--- config.mk ---
export PLATFORM = sky130hd
export DESIGN_NAME = bubble_sort_ctrl
export DESIGN_NICKNAME = d
export VERILOG_FILES = /design/src/rtl/bubble_sort_ctrl.sv
export SDC_FILE = /design/constraint.sdc
export NUM_CORES = 1
export LEC_CHECK = 0
export CAP_MARGIN = 20
export CORE_ASPECT_RATIO = 1.4
export CORE_MARGIN = 3
export CORE_UTILIZATION = 28
export DETAILED_ROUTE_END_ITERATION = 16
export GPL_ROUTABILITY_DRIVEN = 0
export MAX_ROUTING_LAYER = met4
export PLACE_DENSITY = 0.53
export SETUP_SLACK_MARGIN = 0.1
export SYNTH_ARGS = -nofsm -noshare
export SYNTH_HDL_FRONTEND = slang
export SYNTH_SLANG_ARGS = --single-unit
--- constraint.sdc ---
create_clock -name clk -period 2.6 [get_ports clk]
set_input_delay 0.52 -clock clk [delete_from_list [all_inputs] [get_ports clk]]
set_output_delay 0.52 -clock clk [all_outputs]
set_load 0.02 [all_outputs]
--- src/rtl/bubble_sort_ctrl.sv ---
// bubble_sort_ctrl: FSM sequencer for a bubble-sort datapath (sync-read memory, A/B regs, A>B comparator).
//   Ports: clk, clr_n (async active-low reset), start (sampled in IDLE), gt (A reg > B reg, valid in CMP);
//   busy (INIT..DONE), done (one-cycle pulse), mem_addr/mem_re/mem_we/mem_wsel (memory control),
//   ld_a/ld_b (A/B reg load enables), clr_regs (sync clear of A/B regs).
module bubble_sort_ctrl #(
   parameter int N  = 8,
   parameter int AW = 3
) (
   input  logic          clk,
   input  logic          clr_n,
   input  logic          start,
   input  logic          gt,
   output logic          busy,
   output logic          done,
   output logic [AW-1:0] mem_addr,
   output logic          mem_re,
   output logic          mem_we,
   output logic          mem_wsel,
   output logic          ld_a,
   output logic          ld_b,
   output logic          clr_regs
);
   typedef enum logic [3:0] {IDLE, INIT, RD_A, RD_B, LD_B, CMP, SW_A, SW_B, NEXT, DONE} state_t;
   localparam logic [AW-1:0] LAST = AW'(N - 2);
   state_t state_q, state_d;
   logic [AW-1:0] j_q, j_d, p_q, p_d, j_end;
   logic swapped_q, swapped_d;
   // last left index of the current pass; p never exceeds N-2 so this cannot wrap
   assign j_end = LAST - p_q;
   always_ff @(posedge clk or negedge clr_n) begin
      if (!clr_n) begin
         state_q   <= IDLE;
         j_q       <= '0;
         p_q       <= '0;
         swapped_q <= 1'b0;
      end else begin
         state_q   <= state_d;
         j_q       <= j_d;
         p_q       <= p_d;
         swapped_q <= swapped_d;
      end
   end
   always_comb begin
      state_d   = state_q;
      j_d       = j_q;
      p_d       = p_q;
      swapped_d = swapped_q;
      case (state_q)
         IDLE: state_d = start ? INIT : IDLE;
         INIT: begin
            j_d       = '0;
            p_d       = '0;
            swapped_d = 1'b0;
            state_d   = RD_A;
         end
         RD_A: state_d = RD_B;
         RD_B: state_d = LD_B;
         LD_B: state_d = CMP;
         CMP:  state_d = gt ? SW_A : NEXT;
         SW_A: begin
            swapped_d = 1'b1;
            state_d   = SW_B;
         end
         SW_B: state_d = NEXT;
         NEXT: begin
            if (j_q != j_end) begin
               j_d     = j_q + AW'(1);
               state_d = RD_A;
            end else if (!swapped_q || p_q == LAST) begin
               state_d = DONE;
            end else begin
               p_d       = p_q + AW'(1);
               j_d       = '0;
               swapped_d = 1'b0;
               state_d   = RD_A;
            end
         end
         default: state_d = IDLE;
      endcase
   end
   // Moore outputs decoded from state; address is 0 whenever no strobe is active
   assign busy     = state_q != IDLE;
   assign done     = state_q == DONE;
   assign mem_re   = state_q == RD_A || state_q == RD_B;
   assign mem_we   = state_q == SW_A || state_q == SW_B;
   assign mem_wsel = state_q == SW_A;
   assign ld_a     = state_q == RD_B;
   assign ld_b     = state_q == LD_B;
   assign clr_regs = state_q == INIT;
   assign mem_addr = (state_q == RD_A || state_q == SW_A) ? j_q :
                     (state_q == RD_B || state_q == SW_B) ? j_q + AW'(1) : '0;
endmodule

Word-level counts from Yosys, hierarchy flattened

Cells that the tools add are included.

$add $sub $neg: 3
Multipliers: 0
Div/mod/pow operators: 0
$lt $le $gt $ge: 0
Equality and inequality tests: 14
Shifts and indexed selects: 0
Multiplexer cells: 16
Bitwise gates (word level): 0
Reduce and logical (&&, ||, !) cells: 13

Operators with widths:

| kind                                           | count |
|---|---|
| case mux 4 bit (9 select lines)                | 1 |
| two-way mux 3 bit                              | 6 |
| == test 4 x 3 -> 1 bit (second input constant) | 4 |
| two-way mux 4 bit                              | 3 |
| case mux 3 bit (2 select lines)                | 2 |
| == test 4 x 2 -> 1 bit (second input constant) | 2 |
| == test 4 bit (second input constant)          | 2 |
| adder 3 x 1 -> 3 bit (second input constant)   | 2 |
| AND reduction 3 bit                            | 2 |
| logical OR 1 bit                               | 5 |
| == test 4 x 1 -> 1 bit (second input constant) | 1 |
| logical NOT 4 bit                              | 1 |
| inequality test 2 bit (second input constant)  | 2 |
| nonzero test 4 bit                             | 1 |
| == test 3 bit (second input constant)          | 1 |
| two-way mux 1 bit                              | 3 |
| inequality test 3 bit                          | 1 |
| inequality test 3 bit (second input constant)  | 1 |
| case mux 1 bit (3 select lines)                | 1 |
| nonzero test 3 bit                             | 1 |
| subtractor 3 bit (first input constant)        | 1 |
| AND reduction 2 bit                            | 1 |
| nonzero test 2 bit                             | 1 |
| logical NOT 1 bit                              | 1 |

Register bits after elaboration: 11
Bits in latches: 0
Bits in writable memories: 0
Memory bits (read-only): 0
Bits of input ports: 4
Output and inout bits: 11
Memories: 0

Longest topological paths before layout

Word-level depth: 5
Gate-level depth with buffers: 6
Mapped depth without buffers: 6

Worst setup path after synthesis

Ideal clock, no wire load.

Path kind: reg2out
Start: register state_q[0]
End: output busy
Data arrival time: 1.257 ns
Required time: 2.080 ns
Path slack: 0.823 ns
Cell stages (with the launch flop): 3
Path buffers: 1
Path through: dfrtp_1 -> clkbuf_1 -> or4_1

Longest elaborated chain between the ends: 1

Ends and longest elaborated chain:

| element                  | line | RTL |
|---|---|---|
| start: declaration       | 25   | `state_t state_q, state_d;` |
| start signal: assignment | 37   | `state_q <= state_d;` |
| nonzero test 4 bit       | 82   | `assign busy = state_q != IDLE;` |
| end: declaration         | 13   | `output logic busy,` |

Every way passes these cells.

Worst setup path after layout

Start: register j_q[0]
End: output mem_addr[1]

Longest elaborated chain between the ends: 3

Ends and longest elaborated chain:

| element                  | line | RTL |
|---|---|---|
| start: declaration       | 26   | `logic [AW-1:0] j_q, j_d, p_q, p_d, j_end;` |
| start signal: assignment | 38   | `j_q <= j_d;` |
| adder 3 x 1 -> 3 bit     | 91   | `(state_q == RD_B \|\| state_q == SW_B) ? j_q + AW'(1) : '0;` |
| two-way mux 3 bit        | 91   |  |
| two-way mux 3 bit        | 90   | `assign mem_addr = (state_q == RD_A \|\| state_q == SW_A) ? j_q :` |
| end: declaration         | 15   | `output logic [AW-1:0] mem_addr,` |

Every way passes these cells.

==> reports/results.ini <==
[outcome]
outcome=complete, no violations

[clock_network]
worstSkewPairLatency_ns=0.26
clock-root-buffer=clkbuf_4
cts_buffers=3
post_cts_buffers=0
cts_buffer_depth=2
htree_levels=1
clock-sinks=11
clk_pin_slew_ns=0.07
cts_tree=done
ctsHoldBuffers=0

[grt]
grt_pass1_wl_um=2880
antenna_found_initial=0
grt_max_degree=13
first_global_vias=660
grt_overflow=0
grt_use_total=0.113

[sta]
finalHoldViolations=0
period_needed_ns=2.32
slew-limit-headroom=0.644
finalCritPeriodShare=0.891
finClkSkew_ns=0.000677
rsz0062_at_grt=false
setup_tns_ns=0
max_freq_mhz=431
worst-slew-pin-transition_ns=0.533
setup_violations=0
drv_slew=0

[yosys]
synth_edf_count=0
yosysUniqueCellTypes=39
synthCells=81
ys_ff_latch=11
async_reset_ff_frac=1.00
ys_seq_area_frac=0.352
netlist_area_um2=782
synth_top_area_share=0.352
synth_fp_nets=89
synth_area_leaders=dfrtp_1 (35%), ha_1 (6.4%), nor2_1 (4.8%)
yosysWarnings=0
syn_area_per_cell_um2=9.65
synth_ff_type=dfrtp_1
yosys.area.top_type=dfrtp_1

[floorplan]
die_area_um2=3470
boundaryPins=15
coreArea_um2=2640
die_w_um=50.7
placementRows=22
die_h_um=68.5
start_util=0.296

[power_and_ir_drop]
power.total_w=0.000914
leakage_nw=0.490
irDropWorstVdd_mv=0.311
p_per_area_nw_per_um2=913

[routing]
wl_um=1690
via_per_inst=4.91
antenna_left=0
drtIter0Drc=18
num_vias=653
wl_per_cell_um=12.7
drc=0
drt_first_pass_iters=5

[layout]
multi_input_area_um2=455
syn_to_final_growth_pct=28.0
fin_util=0.379
antenna_cells=0
ff_latch_area_um2=279
nets=106
n_fill_cell=284
post_route_cells_drive_above_1_share=0.186

[worst_setup_path]
worstPathArrival_ns=1.80
cp_max_fo=4
required_ns=2.08
critPathKind=flip-flop to output port
crit_path_end_kind=output port
cp-start-kind=flip-flop

[placement]
port_buffers=14
hpwl_um=1360

[flow_run]
drv_cap=0

[min_path]
hold_path.class=flip-flop to flip-flop

where the power goes:
| part | leakage (nW) | internal [W] | switching (W) | total, W |
|---|---|---|---|---|
| Combinational | 0.331 | 0.000245 | 0.000264 | 0.000509 |
| Clock | 0.0150 | 0.0000593 | 0.0000565 | 0.000116 |
| Sequential | 0.143 | 0.000217 | 0.0000721 | 0.000289 |
| Total | 0.490 | 0.000521 | 0.000393 | 0.000914 |
layout make-up:
cell class,instances,share of cell area
tap,36,0.0450
multi-input combinational,59,0.455
timing repair buffer,16,0.168
sequential,11,0.279
inverter,7,0.0275
clock buffer,4,0.0263
metal layers:
layer,global-route usage,part of all wire
met1,0.120,0.41
met2,0.203,0.54
met3,0.0237,0.042
met4,0.0505,0.0071
met5,-,0
cell usage in the layout (no fill, tap or decap), types with 2 or more instances in the layout:
cell type,netlist,routed
a21boi_0,2,2
buf_4,0,2
clkbuf_4,0,3
clkdlybuf4s50_1,0,9
dfrtp_1,11,8
dfrtp_2,0,3
dlymetal6s2s_1,0,5
ha_1,4,4
inv_1,6,6
mux2i_1,2,2
nand2_1,3,3
nand2b_1,3,3
nor2_1,10,10
nor3_1,4,4
o21ai_0,2,2
o22ai_1,2,2
or4b_4,2,2
xnor2_1,3,3
final timing paths:
path,start,end,slack [ns],cells past startpoint
setup / recovery,j_q[0],mem_addr[1],0.28,4
hold / removal,p_q[2],p_q[2],0.53,1
setup reg to reg,p_q[0],j_q[2],0.71,6
hold reg to reg,p_q[2],p_q[2],0.53,1
max in group asynchronous,clr_n,state_q[0],1.62,1
min in group asynchronous,clr_n,state_q[2],0.60,1
flip-flops by register name (all words and copies together) (netlist names):
signal     cells
state_q        4
j_q            3
p_q            3
swapped_q      1
what timing repair did:
action	CTS	global route
gates resized for setup	1	7
pin swaps	0	0
endpoints found under the setup margin	1	5
worst max-delay path, cell delays in order (launching register included):
cell             delay, ns
dfrtp_1               0.44
ha_1                  0.32
mux2i_1               0.07
nor2_1                0.09
clkdlybuf4s50_1       0.61
metrics by stage:
step / worst slack (ns) / cell area (um2) / hold WS (ns) / instances
after floorplan: 0.823 / 782 / 0.224 / 81
after global placement: 0.416 / 958 / 0.500 / 129
after detailed placement: 0.393 / 958 / 0.513 / 129
after CTS: 0.101 / 986 / 0.533 / 133
after global routing: 0.150 / 1000 / 0.552 / 133
final: 0.282 / 1000 / 0.527 / 133
cell usage after synthesis, types with 2 or more instances:
cell type and n:
o21ai_0 2, o22ai_1 2, xnor2_1 3, nor3_1 4
nand2_1 3, nand2b_1 3, clkbuf_1 2, nor2_1 10
dfrtp_1 11, inv_1 6, ha_1 4, mux2i_1 2
or4b_4 2, a21boi_0 2
kinds of logic (layout without fill, tap and decap cells):
logic type                 count (synthesis)  in the layout  synth area share
and+or+nand+nor                           31             31             0.246
xor gates and xnor gates                   5              5            0.0768
muxes                                      3              3            0.0400
adders and majority gates                  4              4            0.0640
buffers and inverters                     11             27            0.0656
AOI/OAI and AO/OA                         16             16             0.155
DFF                                       11             11             0.352
Power figures use the tool's default switching activity.
